## src/rtl/row_skew_feeder_pkg.sv

```systemverilog
`default_nettype none
// ============================================================================
// Module      : row_skew_feeder_pkg
// Description : Shared state encoding and default tile geometry for the
//               feeder, FIFO bank and systolic array.
// Revision    : 1.0
// ============================================================================
package row_skew_feeder_pkg;

  typedef enum logic [1:0] {
    IDLE = 2'd0,
    RUN  = 2'd1,
    DONE = 2'd2
  } feeder_state_t;

  localparam int c_num_rows  = 8;
  localparam int c_data_size = 8;
  localparam int c_tile_len  = 8;

endpackage
`default_nettype wire

```

## src/rtl/row_skew_feeder_skew_delay_line.sv

```systemverilog
`default_nettype none
// ============================================================================
// Module      : skew_delay_line
// Description : DEPTH-stage shift register with enable and synchronous clear;
//               DEPTH=0 is a plain pass-through.
// Revision    : 1.0
// ============================================================================
module skew_delay_line #(
  parameter int DEPTH     = 1,
  parameter int DATA_SIZE = 8
) (
  input  logic                 w_clk,
  input  logic                 clr,
  input  logic                 en,
  input  logic [DATA_SIZE-1:0] din,
  output logic [DATA_SIZE-1:0] dout
);

  generate
    if (DEPTH == 0) begin : g_pass
      logic w_unused;
      assign w_unused = ^{w_clk, clr, en};
      assign dout     = din;
    end else begin : g_shift
      logic [DATA_SIZE-1:0] r_stage [DEPTH];

      always_ff @(posedge w_clk) begin
        if (clr) begin
          for (int k = 0; k < DEPTH; k++) r_stage[k] <= '0;
        end else if (en) begin
          r_stage[0] <= din;
          for (int k = 1; k < DEPTH; k++) r_stage[k] <= r_stage[k-1];
        end
      end

      assign dout = r_stage[DEPTH-1];
    end
  endgenerate

endmodule
`default_nettype wire

```

## src/rtl/row_skew_feeder.sv

```systemverilog
`default_nettype none
// ============================================================================
// Module      : row_skew_feeder
// Description : Writes one tile into the per-row FIFOs with a diagonal skew,
//               row i delayed by i steps and zero padded.
// Revision    : 1.0
// ============================================================================
module row_skew_feeder
  import row_skew_feeder_pkg::*;
#(
  parameter int NUM_ROWS  = c_num_rows,
  parameter int DATA_SIZE = c_data_size,
  parameter int TILE_LEN  = c_tile_len
) (
  input  logic                          w_clk,
  input  logic                          reset,
  input  logic                          start,
  input  logic                          in_valid,
  output logic                          in_ready,
  input  logic [NUM_ROWS*DATA_SIZE-1:0] in_data,
  input  logic [NUM_ROWS-1:0]           fifo_full,
  output logic [NUM_ROWS-1:0]           fifo_w_en,
  output logic [NUM_ROWS*DATA_SIZE-1:0] fifo_data,
  output logic                          busy,
  output logic                          done
);

  localparam int                STEP_W = $clog2(TILE_LEN + NUM_ROWS);
  localparam logic [STEP_W-1:0] c_tile = STEP_W'(TILE_LEN);
  localparam logic [STEP_W-1:0] c_last = STEP_W'(TILE_LEN + NUM_ROWS - 2);

  feeder_state_t                 r_state;
  feeder_state_t                 w_state_nxt;
  logic [STEP_W-1:0]             r_step;
  logic                          w_run;
  logic                          w_any_full;
  logic                          w_need_in;
  logic                          w_advance;
  logic                          w_clr;
  logic [NUM_ROWS*DATA_SIZE-1:0] w_col_in;
  logic [NUM_ROWS*DATA_SIZE-1:0] w_taps;

  always_ff @(posedge w_clk) begin
    if (reset) r_state <= IDLE;
    else       r_state <= w_state_nxt;
  end

  // Reset gates the strobes so a mid-tile reset cycle never writes or accepts.
  always_comb begin
    w_state_nxt = r_state;
    w_run       = (r_state == RUN);
    w_any_full  = |fifo_full;
    w_need_in   = (r_step < c_tile);
    w_advance   = w_run & ~w_any_full & (~w_need_in | in_valid) & ~reset;
    in_ready    = w_run & ~w_any_full & w_need_in & ~reset;
    w_clr       = reset | ((r_state == IDLE) & start);
    busy        = w_run;
    done        = (r_state == DONE);
    case (r_state)
      IDLE:    if (start) w_state_nxt = RUN;
      RUN:     if (w_advance && (r_step == c_last)) w_state_nxt = DONE;
      DONE:    w_state_nxt = IDLE;
      default: w_state_nxt = IDLE;
    endcase
  end

  always_ff @(posedge w_clk) begin
    if (w_clr)          r_step <= '0;
    else if (w_advance) r_step <= r_step + STEP_W'(1);
  end

  assign w_col_in = (w_run && w_need_in) ? in_data : '0;

  generate
    for (genvar gi = 0; gi < NUM_ROWS; gi++) begin : g_row
      skew_delay_line #(
        .DEPTH     (gi),
        .DATA_SIZE (DATA_SIZE)
      ) u_dly (
        .w_clk (w_clk),
        .clr   (w_clr),
        .en    (w_advance),
        .din   (w_col_in[gi*DATA_SIZE +: DATA_SIZE]),
        .dout  (w_taps[gi*DATA_SIZE +: DATA_SIZE])
      );
    end
  endgenerate

  assign fifo_w_en = {NUM_ROWS{w_advance}};
  assign fifo_data = reset ? '0 : w_taps;

endmodule
`default_nettype wire

```

## config.mk

```make
export PLATFORM = sky130hd
export DESIGN_NAME = row_skew_feeder
export DESIGN_NICKNAME = d
export VERILOG_FILES = /design/src/rtl/row_skew_feeder_pkg.sv /design/src/rtl/row_skew_feeder_skew_delay_line.sv /design/src/rtl/row_skew_feeder.sv
export SDC_FILE = /design/constraint.sdc
export NUM_CORES = 1
export LEC_CHECK = 0
export ABC_CLOCK_PERIOD_IN_PS = 20700
export CELL_PAD_IN_SITES_DETAIL_PLACEMENT = 2
export CELL_PAD_IN_SITES_GLOBAL_PLACEMENT = 2
export CORE_MARGIN = 5
export CORE_UTILIZATION = 34
export DETAILED_ROUTE_END_ITERATION = 16
export PLACE_DENSITY = 0.76
export SLEW_MARGIN = 20
export SYNTH_ARGS = -nofsm -noshare
export SYNTH_HDL_FRONTEND = slang
export SYNTH_SLANG_ARGS = --single-unit
```

## constraint.sdc

```tcl
create_clock -name w_clk -period 20.7 [get_ports w_clk]
set_input_delay 3.105 -clock w_clk [delete_from_list [all_inputs] [get_ports w_clk]]
set_output_delay 3.105 -clock w_clk [all_outputs]
set_load 0.02 [all_outputs]
```

; Yosys cells after proc, flatten, opt, wreduce, memory -nomap -nowiden
; Memory sizes are Yosys's and may differ from the RTL's.
; Index checks and enable logic that the tools add are counted.
[word_totals]
reg_bits = 6
ram_bits = 224
out_inout_bits = 75
word_cells = 99
memories = 7
[op_classes]
n_addsub = 1
order_cmp = 1
eq_ne = 5
mux = 39
bitwise = 38
n_reduce_logical = 6
[memory_table]
columns = name, words, word_bits, rd, rd_ports_with_merged_regs, write_ports, line
row1 = g_row[7].u_dly.g_shift.r_stage, 7, 8, 7, 0, 7, row_skew_feeder_skew_delay_line.sv:25  ; logic [DATA_SIZE-1:0] r_stage [DEPTH];
row2 = g_row[6].u_dly.g_shift.r_stage, 6, 8, 6, 0, 6, row_skew_feeder_skew_delay_line.sv:25
row3 = g_row[5].u_dly.g_shift.r_stage, 5, 8, 5, 0, 5, row_skew_feeder_skew_delay_line.sv:25
row4 = g_row[4].u_dly.g_shift.r_stage, 4, 8, 4, 0, 4, row_skew_feeder_skew_delay_line.sv:25
row5 = g_row[3].u_dly.g_shift.r_stage, 3, 8, 3, 0, 3, row_skew_feeder_skew_delay_line.sv:25
row6 = g_row[2].u_dly.g_shift.r_stage, 2, 8, 2, 0, 2, row_skew_feeder_skew_delay_line.sv:25
row7 = +1 memories, n/a, n/a, n/a, n/a, n/a, n/a
[op_table]
columns = operator, n
row1 = 8-bit two-way mux, 28
row2 = 64-bit two-way mux, 2
row3 = 1-bit bitwise OR, 29
row4 = 8-bit OR reduction, 2
row5 = 1-bit bitwise AND, 6
row6 = 1-bit two-way mux, 6
row7 = "4-bit by 1-bit adder with 4-bit output, second input constant", 1
row8 = "4-bit equality test, second input constant", 1
row9 = "4-bit less-than comparator, second input constant", 1
row10 = 2-bit two-way mux, 2
row11 = 2-bit one-hot mux with 2 select lines, 1
row12 = 1-bit NOT, 3
row13 = "2-bit by 1-bit equality test with 1-bit output, second input constant", 1
row14 = "2-bit equality test, second input constant", 1
row15 = 1-bit logical AND, 2
row16 = 2-bit zero test, 1
row17 = "2-bit by 1-bit != test with 1-bit output, second input constant", 1
row18 = "2-bit != test, second input constant", 1
row19 = 2-bit AND reduction, 1

; Longest topological paths before layout
; Gate-level depths: netlist of the first run.
[logic_depth]
depth_word = 10
mapped_depth = 6
depth_no_buf = 5

; Hierarchy
; From an unflattened synthesis of the first run, not the netlist that was laid out.
[unflattened]
hier_cells = 727
area_unflattened_um2 = 10630.2
[modules_own_cells]
columns = mod, instances, cells_per_inst, area_each_um2, seq_area_each_um2
row1 = skew_delay_line (g_row[7].u_dly), 1, 132, 2311.0, 1681.6
row2 = skew_delay_line (g_row[6].u_dly), 1, 115, 1989.4, 1441.4
row3 = skew_delay_line (g_row[5].u_dly), 1, 89, 1607.8, 1201.2
row4 = skew_delay_line (g_row[4].u_dly), 1, 71, 1302.5, 960.9
row5 = row_skew_feeder, 1, 191, 1278.7, 120.1
row6 = skew_delay_line (g_row[3].u_dly), 1, 61, 1047.3, 720.7
row7 = skew_delay_line (g_row[2].u_dly), 1, 43, 716.9, 480.5
row8 = skew_delay_line (g_row[1].u_dly), 1, 17, 316.6, 240.2
row9 = skew_delay_line (g_row[0].u_dly), 1, 8, 60.1, 0.0

; Worst setup path before layout of the first run
; OpenSTA, ideal clock, no wires.
[synth_path]
path_kind = input-to-reg
startpoint = in fifo_full[1]
endpoint = mem g_row[1].u_dly.g_shift.r_stage[0][0], enable pin
arrival_ns = 19.918
required_time_ns = 19.582
setup_slack_ns = -0.336
path_stages = 4
path_buffers = 1
cell_sequence = or4_4 > or4_1 > buf_2 > o21ai_0
[synth_via]
elab_chain_cells = 10
[synth_lines]
columns = element, line
row1 = "start, declared", row_skew_feeder.sv:21  ; input logic [NUM_ROWS-1:0] fifo_full,
row2 = 8-bit OR reduction (*), row_skew_feeder.sv:52  ; w_any_full = |fifo_full;
row3 = 1-bit NOT (*), row_skew_feeder.sv:54  ; w_advance = w_run & ~w_any_full & (~w_need_in | in_valid) & ~reset;
row4 = 1-bit bitwise AND (*) (3 in series), row_skew_feeder.sv:54
row5 = 1-bit two-way mux (*), row_skew_feeder_skew_delay_line.sv:30  ; end else if (en) begin
row6 = 1-bit two-way mux (*), row_skew_feeder_skew_delay_line.sv:28  ; if (clr) begin
row7 = 1-bit two-way mux (implied by the code) (*), row_skew_feeder_skew_delay_line.sv:31  ; r_stage[0] <= din;
row8 = 8-bit OR reduction (no source line), n/a
row9 = 1-bit two-way mux (no source line) (*), n/a
row10 = "end, declared", row_skew_feeder_skew_delay_line.sv:25
; Mark *: on every way between the ends. The rest lies on a longest branch, timed or not.

; Worst setup path in the final report of the first run
[layout_path]
startpoint = in fifo_full[0]
endpoint = out fifo_w_en[4]
[layout_via]
elab_chain_cells = 5
[layout_lines]
columns = element, line
row1 = 8-bit OR reduction, row_skew_feeder.sv:52
row2 = 1-bit NOT, row_skew_feeder.sv:54
row3 = 1-bit bitwise AND (3 in series), row_skew_feeder.sv:54
row4 = "end, declared", row_skew_feeder.sv:22  ; output logic [NUM_ROWS-1:0] fifo_w_en,
; No other way between the ends.

==> results of run 1 <==
[power by group through the flow]
stage / Sequential, mW / Combinational [mW] / Clock [mW]
5_1_grt: 0.543 / 0.0614 / 0.432
4_1_cts: 0.542 / 0.0577 / 0.412
3_5_place_dp: 0.551 / 0.0574 / 0
3_3_place_gp: 0.549 / 0.0554 / 0
2_1_floorplan: 0.558 / 0.0254 / 0
6_report: 0.541 / 0.0570 / 0.397
[cells by family (layout without fill, tap and decap cells)]
kind of cell	Yosys count	in the layout	share of synthesized area (%)
adders and majority gates	2	2	0.273
DFF	230	230	74.7
muxes	1	1	0.109
and+or+nand+nor	310	310	21.2
AOI/OAI and AO/OA	11	11	0.724
buffers and inverters	61	204	2.99
[worst register-to-register path, stage by stage, from the launching register on]
cell and delay (ps):
dfxtp_1 400, nand2b_1 190, or4_1 710, o21ai_4 240
buf_12 400, buf_16 540
[per-stage QoR]
step / hold WS [ps] / util [%] / instance area [um^2] / worst slack, ps
CTS: 485 / 43.5 / 11600 / 11490
finish: 488 / 43.7 / 11700 / 11540
global route: 511 / 43.7 / 11700 / 11410
detailed placement: 483 / 40.8 / 10900 / 11490
floorplan: 429 / - / 9160 / 5700
global placement: 453 / 40.8 / 10900 / 11660
[cell type report]
class,instances,area (um^2),share of cell area [%]
multi-input cells,324,2070,17.7
clock buffers,33,656,5.62
inverters,4,16.3,0.139
well taps,341,427,3.66
clock inverters,11,70.1,0.601
repair buffers,156,1580,13.5
flip-flops and latches,230,6850,58.7
[per-layer routing]
metal | GRT usage, % | vias up | wire length [um]
li1 | - | 2484 | -
met1 | 15.8 | 2512 | 8350
met2 | 22.7 | 109 | 10100
met3 | 2.59 | 22 | 864
met4 | 2.47 | 0 | 250
met5 | 0 | - | 0
[flip-flops by register name, summed over array words and instances (netlist names)]
name,cells
r_step,4
g_row.u_dly.g_shift.r_stage,224
r_state,2
[worst max path at each step]
stage / startpoint / end / slack (ps) / depth (start not counted)
after floorplan: fifo_full[1] / g_row[1].u_dly.g_shift.r_stage[0][0] / 5700 / 4
after global placement: fifo_full[0] / fifo_w_en[6] / 11660 / 5
after detailed placement: fifo_full[0] / fifo_w_en[4] / 11490 / 5
after CTS: fifo_full[0] / fifo_w_en[4] / 11490 / 5
after global routing: fifo_full[0] / fifo_w_en[7] / 11410 / 5
final: fifo_full[0] / fifo_w_en[4] / 11540 / 5
[cells in the final DEF, fill, tap and decap left out, types with 2 or more instances in the layout]
cell,instances
nand3_1,3
nor3_1,2
dfxtp_1,6
clkbuf_16,25
clkinv_1,8
inv_1,3
clkinv_2,3
nor2_1,5
and2_1,72
ha_1,2
edfxtp_1,224
and3_1,160
clkbuf_1,8
buf_4,4
or4_1,2
o21ai_0,3
o21a_1,2
nor2b_1,57
clkdlybuf4s50_1,149
nor4_1,2
a21oi_1,3
==> out/results.ini, run 1 <==
[synthesis]
synthTopCellsByArea=edfxtp_1, and3_1, and2_1
synth_most_common_cell=edfxtp_1
synth_nets=693
seq_area_frac_synth_pct=74.7
synthArstFlopShare_pct=0
syn_area_um2=9160
synth_top_area_share_pct=73.4
synth_area_leader_cell=edfxtp_1
synth_edf_count=224
yosysWarnings=0
ys.flop_type=edfxtp_1
ys_ff_latch=230
netlist_top_cells_count=edfxtp_1, and3_1, and2_1
postSynthAreaPerCell_um2=14.9
synth.distinct_cells=29
netlist_instances=615

[timing]
finalHoldViolations=0
max_freq_mhz=109
setup_violations=0
maxSlewHeadroom_pct=29.4
skew_ps=8.99
slew_violations=0
min_period_ps=9160
rsz0062_at_grt=false
fin_setup_tns_ps=0
tightest_slew_ps=1060
fin_crit_sh_pct=44.3

[pwr]
finalPower_mw=0.994
p_int_mw=0.793
power.leakage_nw=4.83
power_density_nw_per_um2=85.2
p_switching_mw=0.201
sw_frac_of_total_pct=20.2
ir_drop_v=0.0000431
p_comb_share_pct=5.7
p_seq_share_pct=54.4
clockPowerShare_pct=39.9

[die]
pin_count=151
initial_utilization_pct=34.3
coreArea_um2=26700
row_count=60
dieHeight_um=174
die_w_um=174
die-area_um2=30300

[clock_tree]
postCtsSetupRepairBufs=0
cts_resized=0
cts_sinks=230
cts_buffers=25
clk_pin_slew_ps=60
cts_buffer_depth=3
cts_tree=yes
clockRootBuffer=clkbuf_16
clock_latency_ps=500
h-tree-depth=1
holdBufCountCts=0

[global_route]
antenna_found_initial=0
grt_pass1_wl_um=31500
grt.total_usage_pct=12.6
grt_max_degree=225
grt_overflow=0
grt_pass1_vias=5700

[cells_and_area]
syn2layout_area_growth_pct=27.3
drive_gt1_share_pct=5.28
final_cell_count_no_fill=1099
fillers=2617
final_nets=819
diodes=0

[setup_path]
reg2reg_depth=5
rrSetupSlack_ps=17730
r2r_end=g_row[6].u_dly.g_shift.r_stage[0][26]
cp_max_fo=9
cp.arrival_ps=6060
cpPeakStageDelay_ps=720
reg2reg_from=r_state[0]
critPathLaunchType=input port
cp_top_family=simple AND/OR/NAND/NOR gates
critPathBufInv=2
path_class=in2out
crit_required_ps=17590
cp_cell_sequence=clkdlybuf4s50_1 -> or4_1 -> or4_1 -> nor2_1 -> clkdlybuf4s50_1
crit_path_end_kind=output port
crit_slowest_cell=clkdlybuf4s50_1

[min_path]
worstHoldEndpoint=r_state[0]
hold_path_class=reg2reg
holdPathStages=1
worstHoldStart=r_state[1]

[drt]
wl_per_cell_um=17.8
vias=5127
drt_iter0_drc=333
ant_nets=0
route.detailed.drc=0
dr.pass1.iters=4
drt_wl_total_um=19600
vias_per_cell=4.67

[status]
status=finished, final reports clean

[place]
dp_hpwl_um=12200
gp_congestion=0.721
io_buffers=150
placed_cells=1054

[run]
max_cap_violations=0

Note: power is estimated with default switching activity, not from simulation.
==> run 2, diff against run 1 <==
--- a/config.mk
+++ b/config.mk
@@ -5,13 +5,13 @@
 export SDC_FILE = /design/constraint.sdc
 export NUM_CORES = 1
 export LEC_CHECK = 0
-export ABC_CLOCK_PERIOD_IN_PS = 20700
+export ABC_CLOCK_PERIOD_IN_PS = 9600
 export CELL_PAD_IN_SITES_DETAIL_PLACEMENT = 2
 export CELL_PAD_IN_SITES_GLOBAL_PLACEMENT = 2
 export CORE_MARGIN = 5
-export CORE_UTILIZATION = 34
+export CORE_UTILIZATION = 37
 export DETAILED_ROUTE_END_ITERATION = 16
-export PLACE_DENSITY = 0.76
+export PLACE_DENSITY = 0.79
 export SLEW_MARGIN = 20
 export SYNTH_ARGS = -nofsm -noshare
 export SYNTH_HDL_FRONTEND = slang
==> constraint.sdc (replaced) <==
create_clock -name w_clk -period 9.6 [get_ports w_clk]
set_input_delay 1.44 -clock w_clk [delete_from_list [all_inputs] [get_ports w_clk]]
set_output_delay 1.44 -clock w_clk [all_outputs]
set_load 0.02 [all_outputs]
==> run 2 against run 1 <==
Effect of this change:
- register-to-register slack worse by 11000 ps
- clock power is 120% higher
- cell count is 1.7% lower
- non-clock buffer count stayed put
- total power is 120% higher
- critical path depth stayed put
- largest cell class unchanged
==> out/results.ini, run 2 (synthesis results as in run 1) <==
[timing]
skew_ps=11.0
maxSlewHeadroom_pct=36.2
finalHoldViolations=0
rsz0062_at_grt=false
fin_crit_sh_pct=60.4
fin_setup_tns_ps=0
setup_violations=0
min_period_ps=5800
max_freq_mhz=172
tightest_slew_ps=957
slew_violations=0

[min_path]
hold_path_class=reg2reg
worstHoldStart=r_state[1]
worstHoldEndpoint=r_state[0]
holdPathStages=1

[cells_and_area]
regMostFlops=g_row.u_dly.g_shift.r_stage
final_nets=819
drive_gt1_share_pct=5.56
syn2layout_area_growth_pct=27.3
largest_register_ffs=224
final_cell_mix=edfxtp_1, and3_1, clkdlybuf4s50_1, and2_1, nor2b_1
fillers=2286
final_util_pct=48.0
diodes=0
layout_commonest_cell=edfxtp_1
reg_top3=g_row.u_dly.g_shift.r_stage x224, r_step x4, r_state x2

[die]
die_w_um=167
pin_count=151
die-area_um2=28000
initial_utilization_pct=37.7
dieHeight_um=167
coreArea_um2=24300
row_count=57

[clock_tree]
cts_buffer_depth=3
clock_latency_ps=510
holdBufCountCts=0
cts_resized=0
cts_buffers=25
clk_pin_slew_ps=60
h-tree-depth=1
clockRootBuffer=clkbuf_16
cts_sinks=230
cts_tree=yes
postCtsSetupRepairBufs=0

[status]
status=finished, final reports clean

[setup_path]
reg2reg_depth=5
critPathLaunchType=input port
cp_max_fo=9
crit_required_ps=8160
cpPeakStageDelay_ps=720
path_class=in2out
crit_path_end_kind=output port
cp.arrival_ps=4360
r2r_end=g_row[6].u_dly.g_shift.r_stage[0][13]
cp_cell_sequence=clkdlybuf4s50_1 -> or4_1 -> or4_1 -> nor2_1 -> clkdlybuf4s50_1
rrSetupSlack_ps=6630
crit_slowest_cell=clkdlybuf4s50_1
reg2reg_from=r_state[1]

[global_route]
grt.total_usage_pct=14.8
grt_max_degree=225
grt_pass1_wl_um=33300
grt_pass1_vias=5824
grt_overflow=0
antenna_found_initial=0

[pwr]
sw_frac_of_total_pct=20.4
power.leakage_nw=4.84
power_density_nw_per_um2=187
p_comb_share_pct=5.7
p_switching_mw=0.444
p_seq_share_pct=53.5
finalPower_mw=2.18
ir_drop_v=0.000101
p_int_mw=1.74
clockPowerShare_pct=40.8

[drt]
drt_iter0_drc=333
vias_per_cell=4.80
dr.pass1.iters=6
ant_nets=0
vias=5182
wl_per_cell_um=19.5
route.detailed.drc=0
drt_wl_total_um=21000

[place]
io_buffers=150
dp_hpwl_um=13400
gp_congestion=0.794

[run]
max_cap_violations=0

[run 2: final cells by class]
cell class,instances,area (um^2),area share [%]
Sequential cell,230,6850,58.7
Multi-Input combinational cell,324,2070,17.7
Tap cell,324,405,3.47
Clock inverter,10,93.8,0.804
Inverter,4,17.5,0.150
Timing Repair Buffer,156,1580,13.5
Clock buffer,32,652,5.59
[run 2: critical path: cells and delay by family]
| family | cells | cell delay (ps) |
|---|---|---|
| simple gates | 3 | 1800 |
| buf+inv | 2 | 1110 |
[run 2: stage by stage]
step / std cells / worst slack [ps] / hold slack, ps / cell area (um^2)
floorplan: 615 / 599 / 429 / 9170
global placement: 1037 / 3880 / 457 / 10900
detailed placement: 1037 / 3770 / 481 / 10900
CTS: 1079 / 3750 / 487 / 11600
global route: 1080 / 3620 / 504 / 11700
finish: 1080 / 3800 / 483 / 11700
[run 2: layer usage]
layer  wire (um)  vias to the layer above  GRT usage [%]
met4         376                        0           3.63
li1            -                     2484              -
met2       11300                      121           27.3
met5           0                        -              0
met1        8520                     2544           17.6
met3         886                       33           2.92
[run 2: how the worst max path moves through the flow]
stage	startpoint	to	slack, ps
final	fifo_full[0]	fifo_w_en[5]	3800
after global routing	fifo_full[1]	fifo_w_en[5]	3620
after CTS	fifo_full[0]	fifo_w_en[5]	3750
after detailed placement	fifo_full[0]	fifo_w_en[5]	3770
after global placement	fifo_full[0]	fifo_w_en[6]	3880
after floorplan	fifo_full[1]	g_row[1].u_dly.g_shift.r_stage[0][0]	600
[run 2: power groups by stage]
stage	registers [mW]	clock network, mW	logic (mW)
global route	1.17	0.963	0.133
detailed placement	1.19	0	0.124
global placement	1.18	0	0.119
finish	1.17	0.889	0.124
floorplan	1.19	0	0.0549
CTS	1.17	0.919	0.124
